[config.mk]
export PLATFORM = sky130hd
export DESIGN_NAME = mif_line_master
export DESIGN_NICKNAME = d
export VERILOG_FILES = /design/src/rtl/mif_line_master.sv
export SDC_FILE = /design/constraint.sdc
export NUM_CORES = 1
export LEC_CHECK = 0
export CORE_AREA = 2 2 540 542
export CTS_CLUSTER_SIZE = 14
export DETAILED_ROUTE_END_ITERATION = 7
export DIE_AREA = 0 0 542 544
export PLACE_DENSITY = 0.38
export SLEW_MARGIN = 10
export SYNTH_ARGS = -nofsm -noshare
export SYNTH_HDL_FRONTEND = slang
export SYNTH_SLANG_ARGS = --single-unit
[constraint.sdc]
create_clock -name clk -period 13.35 [get_ports clk]
set_clock_uncertainty 0.05 [all_clocks]
set_input_delay 2.67 -clock clk [delete_from_list [all_inputs] [get_ports clk]]
set_output_delay 2.67 -clock clk [all_outputs]
set_load 0.01 [all_outputs]
[src/rtl/mif_line_master.sv]
`default_nettype none
// ============================================================================
// Module   : mif_line_master
// Purpose  : Initiator side of the MIF memory interface. Converts one
//            line-wide client request into a single MIF transaction: one
//            command handshake followed by BEATS data beats. Writes stream
//            the latched line out beat by beat. Reads gather BEATS response
//            beats into the line buffer and return the whole line to the
//            client. Only one transaction is in flight at a time.
// Ports    : clk, reset           - clock, synchronous active-high reset
//            cl_req_*             - client line request (valid/ready)
//            cl_resp_*            - client read-line return (valid/ready)
//            wr_done              - one-cycle pulse once a write line is sent
//            err                  - sticky flag: response beat with wrong tag
//            mem_req_*            - MIF command channel (valid/ready)
//            mem_req_data_*       - MIF write-beat channel (valid/ready)
//            mem_resp_*           - MIF read-beat channel (no backpressure)
// Revision : 1.0 - initial release
// ============================================================================
module mif_line_master #(
  parameter int ADDR_BITS = 26,
  parameter int TAG_BITS  = 5,
  parameter int DATA_BITS = 128,
  parameter int BEATS     = 4
) (
  input  logic                       clk,
  input  logic                       reset,
  input  logic                       cl_req_valid,
  output logic                       cl_req_ready,
  input  logic                       cl_req_rw,
  input  logic [ADDR_BITS-1:0]       cl_req_addr,
  input  logic [TAG_BITS-1:0]        cl_req_tag,
  input  logic [BEATS*DATA_BITS-1:0] cl_req_data,
  output logic                       cl_resp_valid,
  input  logic                       cl_resp_ready,
  output logic [BEATS*DATA_BITS-1:0] cl_resp_data,
  output logic [TAG_BITS-1:0]        cl_resp_tag,
  output logic                       wr_done,
  output logic                       err,
  output logic                       mem_req_valid,
  input  logic                       mem_req_ready,
  output logic                       mem_req_rw,
  output logic [ADDR_BITS-1:0]       mem_req_addr,
  output logic [TAG_BITS-1:0]        mem_req_tag,
  output logic                       mem_req_data_valid,
  input  logic                       mem_req_data_ready,
  output logic [DATA_BITS-1:0]       mem_req_data_bits,
  input  logic                       mem_resp_valid,
  input  logic [DATA_BITS-1:0]       mem_resp_data,
  input  logic [TAG_BITS-1:0]        mem_resp_tag
);

  localparam int                C_BEAT_W    = $clog2(BEATS);
  localparam int                C_LINE_W    = BEATS * DATA_BITS;
  localparam logic [C_BEAT_W-1:0] C_LAST_BEAT = C_BEAT_W'(BEATS - 1);
  localparam logic [C_BEAT_W-1:0] C_BEAT_ONE  = C_BEAT_W'(1);

  typedef enum logic [2:0] {
    S_IDLE  = 3'd0,
    S_CMD   = 3'd1,
    S_WDATA = 3'd2,
    S_RWAIT = 3'd3,
    S_RESP  = 3'd4
  } state_t;

  state_t                state_q, state_d;
  logic [C_BEAT_W-1:0]   beat_q, beat_d;
  logic                  err_q, err_d;
  logic                  wr_done_q, wr_done_d;

  // Request fields and line buffer: loaded on acceptance, never reset.
  // The same buffer holds the outgoing write line or the incoming read line.
  logic                  rw_q, rw_d;
  logic [ADDR_BITS-1:0]  addr_q, addr_d;
  logic [TAG_BITS-1:0]   tag_q, tag_d;
  logic [C_LINE_W-1:0]   line_q, line_d;

  always_ff @(posedge clk) begin
    if (reset) begin
      state_q   <= S_IDLE;
      beat_q    <= '0;
      err_q     <= 1'b0;
      wr_done_q <= 1'b0;
    end else begin
      state_q   <= state_d;
      beat_q    <= beat_d;
      err_q     <= err_d;
      wr_done_q <= wr_done_d;
    end
  end

  always_ff @(posedge clk) begin
    rw_q   <= rw_d;
    addr_q <= addr_d;
    tag_q  <= tag_d;
    line_q <= line_d;
  end

  always_comb begin
    state_d            = state_q;
    beat_d             = beat_q;
    err_d              = err_q;
    wr_done_d          = 1'b0;
    rw_d               = rw_q;
    addr_d             = addr_q;
    tag_d              = tag_q;
    line_d             = line_q;
    cl_req_ready       = 1'b0;
    cl_resp_valid      = 1'b0;
    mem_req_valid      = 1'b0;
    mem_req_data_valid = 1'b0;

    case (state_q)
      S_IDLE: begin
        cl_req_ready = 1'b1;
        if (cl_req_valid) begin
          rw_d    = cl_req_rw;
          addr_d  = cl_req_addr;
          tag_d   = cl_req_tag;
          line_d  = cl_req_data;
          state_d = S_CMD;
        end
      end

      S_CMD: begin
        mem_req_valid = 1'b1;
        if (mem_req_ready) begin
          beat_d  = '0;
          state_d = rw_q ? S_WDATA : S_RWAIT;
        end
      end

      S_WDATA: begin
        mem_req_data_valid = 1'b1;
        if (mem_req_data_ready) begin
          // Counter is exactly log2(BEATS) wide, so the last beat wraps to 0.
          beat_d = beat_q + C_BEAT_ONE;
          if (beat_q == C_LAST_BEAT) begin
            state_d   = S_IDLE;
            wr_done_d = 1'b1;
          end
        end
      end

      S_RWAIT: begin
        if (mem_resp_valid) begin
          if (mem_resp_tag == tag_q) begin
            line_d[int'(beat_q)*DATA_BITS +: DATA_BITS] = mem_resp_data;
            beat_d = beat_q + C_BEAT_ONE;
            if (beat_q == C_LAST_BEAT) begin
              state_d = S_RESP;
            end
          end else begin
            // Foreign beat: discard it and remember that it happened.
            err_d = 1'b1;
          end
        end
      end

      S_RESP: begin
        cl_resp_valid = 1'b1;
        if (cl_resp_ready) begin
          state_d = S_IDLE;
        end
      end

      default: begin
        state_d = S_IDLE;
      end
    endcase
  end

  assign cl_resp_data      = line_q;
  assign cl_resp_tag       = tag_q;
  assign wr_done           = wr_done_q;
  assign err               = err_q;
  assign mem_req_rw        = rw_q;
  assign mem_req_addr      = addr_q;
  assign mem_req_tag       = tag_q;
  assign mem_req_data_bits = line_q[int'(beat_q)*DATA_BITS +: DATA_BITS];

endmodule
`default_nettype wire

==> flow_metrics.tcl, run 1 <==
set metrics [dict create \
    outcome "complete, no violations" \
    antenna_left 0 \
    ys_warn_count 0 \
    slowest_stage "buf_4" \
    yosys_most_used_dff "edfxtp_1" \
    regToRegStartpoint "beat_q[0]" \
    hold_class "reg -> reg" \
    path_clk_slew_ps 60 \
    die_x_um 542 \
    finalHoldViolCount 0 \
    async_reset_ff_share_pct 0 \
    critical_path.startpoint_type "flip-flop" \
    worstPathArrival_ps 4190 \
    cpMostUsedCell "buf_4" \
    reg2regPathDepth 9 \
    drtIter0Drc 2128 \
    core-area_sq_um 289400 \
    drive_above_1_share_pct 9.982 \
    period_share_pct 51.72 \
    drc 0 \
    dp.cells 6468 \
    synth_edf_count 544 \
    avgViaCountPerCell 3.508 \
    grt-ovfl-total 0 \
    min_period_ps 6905 \
    p_leak_nw 14.41 \
    worstPathMaxFanout 32 \
    power_density_nw_per_um2 126.1 \
    postCtsSetupRepairBufs 0 \
    clockRootBuffer "clkbuf_16" \
    stdcell_count 6615 \
    cts_tree "built" \
    crit_type "reg -> out" \
    rows 198 \
    worst_slew_pin_slew_ps 1071 \
    cts_resized 0 \
    fin_nets 3438 \
    ys_seq_elements 551 \
    wl_per_cell_um 36.85 \
    detail_route.first_pass.iterations 5 \
    totalPowerFinal_mw 5.746 \
    required_ps 10630 \
    grt_pass1_vias 23618 \
    rsz0062_at_grt "no" \
    max_stage_delay_ps 740 \
    wl_um 243800 \
    clock.fmax_mhz 144.8 \
    yosysTopAreaCell "edfxtp_1" \
    crit_cells 4 \
    dp_hpwl_um 204100 \
    synthesis.nets 2104 \
    die-area_sq_um 294800 \
    cts-buffers-inserted 79 \
    grt_max_degree 92 \
    cts_sinks 551 \
    ctsLongestPathBuffers 4 \
    htreeDepth 3 \
    avgSynthCellArea_sq_um 17.71 \
    portBuffers 1366 \
    vias 23208 \
    cpLargestDelayFamily "buffers and inverters" \
    setup_viol 0 \
    critPathLaunch "beat_q[0]" \
    area_growth_pct 81.75 \
    yosysTopAreaCellShare_pct 65.19 \
    grt_pass1_wl_um 296700 \
    initial_utilization_pct 8.661 \
    final.setup.tns_ps 0 \
    synth_area_leaders "edfxtp_1, a22o_1, mux4_2, buf_2, clkbuf_1" \
    r2r_slack_ps 8270 \
    maxCapViolations 0 \
    clk_latency_ps 770 \
    seq_area_frac_synth_pct 65.74 \
    path_cells "buf_4, buf_4, mux4_2, clkdlybuf4s50_1" \
    syn_inst 1415 \
    crit_end "mem_req_data_bits[66]" \
    slew_viol_final 0 \
    peakVddDrop_mv 0.06859 \
    gr-usage-all-layers_pct 15.80 \
    ctsHoldBuffers 0 \
    ys_types 34 \
    die_h_um 544 \
    relSlewSlack_pct 28.59 \
    r2r_end "cl_resp_data[68]" \
    synth_area_sq_um 25060 \
    antenna_found_initial 76 \
    cp-end-kind "output pin" \
    io_pins 1367 \
    path_buf_inv 3 \
    place.gp.congestion 0.9048 \
    fill_cells 31939 \
]
==> logic make-up (layout without fill, tap and decap cells) <==
| family | after synthesis | in the layout | synth area share [%] |
|---|---|---|---|
| buffers and inverters | 156 | 1546 | 2.976 |
| AND/OR/NAND/NOR | 33 | 33 | 0.7490 |
| other | 0 | 10 | 0 |
| AO/OA/AOI/OAI | 534 | 534 | 18.48 |
| flip-flops | 551 | 551 | 65.74 |
| adder cells (fa/ha/maj) | 5 | 5 | 0.2496 |
| multiplexers | 131 | 131 | 11.62 |
| XOR/XNOR | 5 | 5 | 0.1747 |
==> area by class of cell <==
class | instances | area (sq um) | share of cell area [%]
clock buffer | 96 | 2041 | 4.481
multi-input combinational | 708 | 7918 | 17.38
sequential | 551 | 16480 | 36.19
inverter | 5 | 18.77 | 0.04121
antenna | 10 | 25.02 | 0.05494
timing repair buffer | 1404 | 13980 | 30.70
clock inverter | 41 | 322.8 | 0.7088
tap | 3800 | 4755 | 10.44
==> placed cells by master, fill, tap and decap left out, types with 4 or more instances in the layout <==
cell	n
inv_1	5
mux4_2	128
nand2_1	9
clkbuf_1	17
edfxtp_1	544
diode_2	10
nor2_1	7
a21oi_1	7
o21a_4	4
ha_1	5
inv_6	4
xor2_1	5
clkinv_1	19
clkbuf_16	79
buf_4	36
dfxtp_1	5
clkdlybuf4s50_1	1366
a22o_1	512
clkinv_2	8
==> where the power goes <==
part / switching [mW] / internal (mW)
sequential: 0.266 / 2.14
clock: 0.896 / 1.15
combinational: 0.651 / 0.648
==> state kept, by name (all words and copies together) (netlist names) <==
| register | flops |
|---|---|
| mem_req_rw | 1 |
| beat_q | 2 |
| cl_resp_data | 512 |
| wr_done | 1 |
| cl_resp_tag | 5 |
| err | 1 |
| mem_req_addr | 26 |
| state_q | 3 |
==> cells in the mapped netlist, drive strengths merged, types with 3 or more instances <==
cell type / number
ha: 5
dfxtp: 7
o21a: 4
inv: 5
mux2i: 3
edfxtp: 544
nor4: 4
and2: 4
nor2: 8
nor3: 3
o21ai: 3
xor2: 5
buf: 110
a22o: 512
clkbuf: 41
a21oi: 7
nand2: 10
mux4: 128
==> worst min-delay path by stage <==
| stage | start | end | slack, ps | cells after the start |
|---|---|---|---|---|
| floorplan | err | err | 450 | 2 |
| global placement | err | err | 410 | 2 |
| detailed placement | err | err | 410 | 2 |
| CTS | err | err | 440 | 2 |
| global route | err | err | 490 | 2 |
| finish | err | err | 440 | 2 |
==> worst min-delay path, delay by kind of cell (launching register included) <==
family,cells,cell delay [ps]
flip-flops,1,330
AO/OA/AOI/OAI,1,40
AND/OR/NAND/NOR,1,80
==> stage by stage <==
step,cell area [sq um],setup slack (ps),hold slack [ps],util [%]
after floorplan,25060,6168,455.0,-
after global placement,43160,6812,411.8,14.92
after detailed placement,43160,6822,410.9,14.92
after CTS,45520,6209,436.6,15.73
after global routing,45530,6109,493.3,15.73
final,45550,6445,438.6,15.74
==> layer usage <==
metal	GRT usage [%]	vias up	part of all wire [%]
li1	-	8865	-
met1	19.00	12341	40
met2	24.52	1732	44
met3	7.991	254	13
met4	4.595	16	3.1
met5	0	-	0.035
Power figures use the tool's default switching activity.
==> run 2: changes to the inputs <==
--- a/config.mk
+++ b/config.mk
@@ -5,11 +5,11 @@
 export SDC_FILE = /design/constraint.sdc
 export NUM_CORES = 1
 export LEC_CHECK = 0
-export CORE_AREA = 2 2 540 542
+export CORE_AREA = 2 2 528 530
 export CTS_CLUSTER_SIZE = 14
 export DETAILED_ROUTE_END_ITERATION = 7
-export DIE_AREA = 0 0 542 544
-export PLACE_DENSITY = 0.38
+export DIE_AREA = 0 0 530 532
+export PLACE_DENSITY = 0.39
 export SLEW_MARGIN = 10
 export SYNTH_ARGS = -nofsm -noshare
 export SYNTH_HDL_FRONTEND = slang
==> constraint.sdc (replaced) <==
create_clock -name clk -period 6.4 [get_ports clk]
set_clock_uncertainty 0.05 [all_clocks]
set_input_delay 1.28 -clock clk [delete_from_list [all_inputs] [get_ports clk]]
set_output_delay 1.28 -clock clk [all_outputs]
set_load 0.01 [all_outputs]
==> flow_metrics.tcl, run 2 (same netlist as run 1, synthesis figures left out) <==
set metrics [dict create \
    outcome "complete, no violations" \
    vias 22993 \
    worst_slew_pin_slew_ps 1182 \
    power_density_nw_per_um2 262.1 \
    drive_above_1_share_pct 10.38 \
    final.setup.tns_ps 0 \
    r2r_slack_ps 2600 \
    gr-usage-all-layers_pct 16.43 \
    antenna_left 0 \
    drc 0 \
    clk_latency_ps 690 \
    path_cells "buf_12, buf_4, mux4_2, clkdlybuf4s50_1" \
    finalHoldViolCount 0 \
    ctsLongestPathBuffers 3 \
    cts_sinks 551 \
    wl_per_cell_um 36.90 \
    crit_type "reg -> out" \
    regToRegStartpoint "cl_resp_tag[0]" \
    portBuffers 1366 \
    r2r_end "cl_resp_data[156]" \
    cts-buffers-inserted 77 \
    avgViaCountPerCell 3.514 \
    grt_max_degree 151 \
    required_ps 5070 \
    min_from "err" \
    path_clk_slew_ps 60 \
    grt_pass1_vias 23259 \
    period_share_pct 76.34 \
    slew_viol_final 0 \
    grt_pass1_wl_um 294700 \
    io_pins 1367 \
    reg2regPathDepth 5 \
    detail_route.first_pass.iterations 5 \
    hold-path-cell-count 2 \
    die-area_sq_um 282000 \
    setup_viol 0 \
    initial_utilization_pct 9.087 \
    wl_um 241500 \
    max_stage_delay_ps 920 \
    die_h_um 532 \
    final_core_util_pct 16.60 \
    place.gp.congestion 0.9589 \
    maxCapViolations 0 \
    largest_register_ffs 512 \
    slowest_stage "dfxtp_4" \
    ctsHoldBuffers 0 \
    rows 193 \
    layout_commonest_cell "clkdlybuf4s50_1" \
    dp_hpwl_um 200400 \
    critical_path.startpoint_type "flip-flop" \
    clock.fmax_mhz 204.7 \
    fin_nets 3442 \
    relSlewSlack_pct 20.59 \
    grt-ovfl-total 0 \
    peakVddDrop_mv 0.1701 \
    cts_tree "built" \
    area_growth_pct 82.71 \
    postCtsSetupRepairBufs 0 \
    drtIter0Drc 1947 \
    p_leak_nw 14.52 \
    die_x_um 530 \
    cp-end-kind "output pin" \
    antenna_found_initial 86 \
    min_period_ps 4886 \
    holdPathEnd "err" \
    hold_class "reg -> reg" \
    worstPathMaxFanout 32 \
    htreeDepth 3 \
    cts_resized 0 \
    layout_common_cells "clkdlybuf4s50_1, edfxtp_1, a22o_1" \
    rsz0062_at_grt "no" \
    worstPathArrival_ps 3560 \
    clockRootBuffer "clkbuf_16" \
    core-area_sq_um 275800 \
]
run 2: layer usage:
metal | wire length (um) | global-route usage, % | up-vias
li1 | - | - | 8902
met1 | 97310 | 20.17 | 12148
met2 | 108500 | 25.80 | 1670
met3 | 29240 | 7.510 | 249
met4 | 6156 | 4.170 | 24
met5 | 203 | 0 | -
run 2: worst max-delay path by stage:
stage,start,endpoint,cells after the start
2_1_floorplan,cl_req_valid,cl_resp_data[0],3
3_3_place_gp,mem_resp_tag[4],cl_resp_data[189],6
3_5_place_dp,mem_resp_tag[4],cl_resp_data[179],6
4_1_cts,beat_q[0],mem_req_data_bits[98],4
5_1_grt,beat_q[0],mem_req_data_bits[98],4
6_report,beat_q[0],mem_req_data_bits[98],4
run 2: power by group:
group	leakage, nW	switching (mW)	internal, mW	total [mW]
Combinational	8.14	1.38	1.38	2.76
Clock	1.15	1.86	2.43	4.29
Sequential	5.23	0.500	4.45	4.95
run 2: critical path: cells and delay by family, from the launching register on:
kind     cells  cell delay [ps]
mux          1              540
buf+inv      3             1310
flops        1              920
run 2: cell type report:
class	instances	area, sq um
Antenna cell	26	65.06
Clock buffer	97	2044
Clock inverter	41	356.6
Fill cell	30409	230000
Inverter	5	18.77
Multi-Input combinational cell	708	7918
Sequential cell	551	16480
Tap cell	3705	4636
Timing Repair Buffer	1410	14270
run 2: per-stage QoR:
stage	worst slack, ps	area (sq um)	hold WS, ps	total power [mW]	std cells
after floorplan	608.0	25060	455.0	5.490	1415
after global placement	1543	43320	503.5	7.850	6379
after detailed placement	1571	43320	498.7	7.823	6379
after CTS	1299	45720	511.6	12.25	6517
after global routing	1244	45740	529.2	12.43	6525
final	1514	45790	489.2	12.00	6543
==> run 3: changes to the inputs <==
==> constraint.sdc (replaced) <==
create_clock -name clk -period 4.57 [get_ports clk]
set_clock_uncertainty 0.05 [all_clocks]
set_input_delay 0.914 -clock clk [delete_from_list [all_inputs] [get_ports clk]]
set_output_delay 0.914 -clock clk [all_outputs]
set_load 0.01 [all_outputs]
==> flow_metrics.tcl, run 3 (same netlist as run 1, synthesis figures left out) <==
set metrics [dict create \
    hold_class "reg -> reg" \
    largest_register_ffs 512 \
    setup_viol 0 \
    p_clk_share_pct 35.5 \
    outcome "complete, no violations" \
    portBuffers 1366 \
    die_h_um 532 \
    layout_common_cells "clkdlybuf4s50_1, edfxtp_1, a22o_1" \
    hold_slack_ps 482.6 \
    worstPathMaxFanout 16 \
    crit_end "mem_req_data_bits[83]" \
    grt_max_degree 151 \
    maxCapViolations 0 \
    path_clk_slew_ps 60 \
    p_leak_nw 14.74 \
    use_met3_pct 6.961 \
    period_share_pct 90.28 \
    die-area_sq_um 282000 \
    regToRegStartpoint "beat_q[0]" \
    antenna_left 0 \
    wl_per_cell_um 36.14 \
    initial_utilization_pct 9.087 \
    io_pins 1367 \
    grt_pass1_wl_um 289300 \
    switching_power_mw 5.145 \
    power_density_nw_per_um2 363.7 \
    cts_sinks 551 \
    grt.met2_usage_pct 25.90 \
    drtIter0Drc 2073 \
    grt-ovfl-total 0 \
    peakVddDrop_mv 0.2444 \
    grt_pass1_vias 23002 \
    critical_path.startpoint_type "flip-flop" \
    slew_viol_final 0 \
    cts-buffers-inserted 75 \
    area_growth_pct 84.25 \
    totalPowerFinal_mw 16.79 \
    seqPwrFrac_pct 41.1 \
    clock.fmax_mhz 242.4 \
    wl_um 236900 \
    die_x_um 530 \
    fill_cells 30378 \
    crit_type "reg -> out" \
    postCtsSetupRepairBufs 0 \
    p_sw_share_pct 30.64 \
    worst_slew_pin_slew_ps 919.9 \
    fin_nets 3466 \
    htreeDepth 3 \
    ctsHoldBuffers 0 \
    r2r_end "cl_resp_data[244]" \
    r2r_slack_ps 1320 \
    drive_above_1_share_pct 11.32 \
    place.gp.congestion 0.9286 \
    detail_route.first_pass.iterations 5 \
    vias 22963 \
    worstPathArrival_ps 3160 \
    cts_tree "built" \
    comb_power_share_pct 23.5 \
    ctsLongestPathBuffers 3 \
    avgViaCountPerCell 3.503 \
    cp-end-kind "output pin" \
    clockRootBuffer "clkbuf_16" \
    finalHoldViolCount 0 \
    met1_usage_pct 19.56 \
    cts_resized 0 \
    rows 193 \
    intPower_mw 11.65 \
    drc 0 \
    core-area_sq_um 275800 \
    critPathLaunch "beat_q[0]" \
    gr-max-usage-layer "met2" \
    antenna_found_initial 82 \
    min_period_ps 4126 \
    reg2regPathDepth 7 \
    clk_latency_ps 670 \
    gr-usage-all-layers_pct 16.09 \
    dp_hpwl_um 199900 \
    rsz0062_at_grt "no" \
    required_ps 3610 \
    layout_commonest_cell "clkdlybuf4s50_1" \
    final.setup.tns_ps 0 \
    relSlewSlack_pct 38.21 \
]
-- run 3: cell count changes in the layout (fill, tap and decap cells not counted), sizes merged --
cell,previous run,this run
buf,44,70
diode,26,15
clkbuf,97,90
clkinv,26,29
bufinv,4,6
clkinvlp,6,5
inv,10,11
-- run 3: power groups by stage --
| stage | combinational (mW) | clock, mW | sequential [mW] |
|---|---|---|---|
| detailed placement | 4.00 | 0 | 6.98 |
| global route | 4.14 | 6.31 | 6.92 |
| finish | 3.94 | 5.96 | 6.90 |
| floorplan | 0.878 | 0 | 6.81 |
| CTS | 4.03 | 6.18 | 6.90 |
| global placement | 4.02 | 0 | 7.00 |
-- run 3: per-layer routing --
layer | up-vias | wire length (um)
li1 | 8940 | -
met1 | 12159 | 95540
met2 | 1609 | 108400
met3 | 241 | 27270
met4 | 14 | 5627
met5 | - | 98
-- run 3: worst min-delay path by stage --
stage	start	slack [ps]	endpoint	cells after the start
after detailed placement	err	480	err	2
final	err	480	err	2
after CTS	err	500	err	2
after floorplan	err	450	err	2
after global placement	err	490	err	2
after global routing	err	500	err	2
-- run 3: cell type report --
cell class              count  area (sq um)  share of cell area, %
clock inverters            46         431.7                 0.9349
flip-flops and latches    551         16480                  35.70
clock buffers              90          1976                  4.279
inverters                   5         18.77                0.04065
repair buffers           1436         14670                  31.78
well taps                3705          4636                  10.04
diodes                     15         37.54                0.08129
multi-input cells         708          7918                  17.15
-- run 3: through the flow --
| stage | cells | setup WS [ps] | cell area, sq um | util, % |
|---|---|---|---|---|
| 6_report | 6556 | 444.1 | 46170 | 16.74 |
| 4_1_cts | 6541 | 352.0 | 46140 | 16.73 |
| 3_3_place_gp | 6405 | 677.5 | 43730 | 15.86 |
| 3_5_place_dp | 6405 | 651.0 | 43730 | 15.86 |
| 5_1_grt | 6547 | 328.3 | 46150 | 16.74 |
| 2_1_floorplan | 1415 | -885.2 | 25060 | - |
-- run 3: critical path, cell delays in order, from the launching register on --
cell,delay [ps]
dfxtp_4,670
buf_12,270
buf_4,270
mux4_2,530
clkdlybuf4s50_1,660
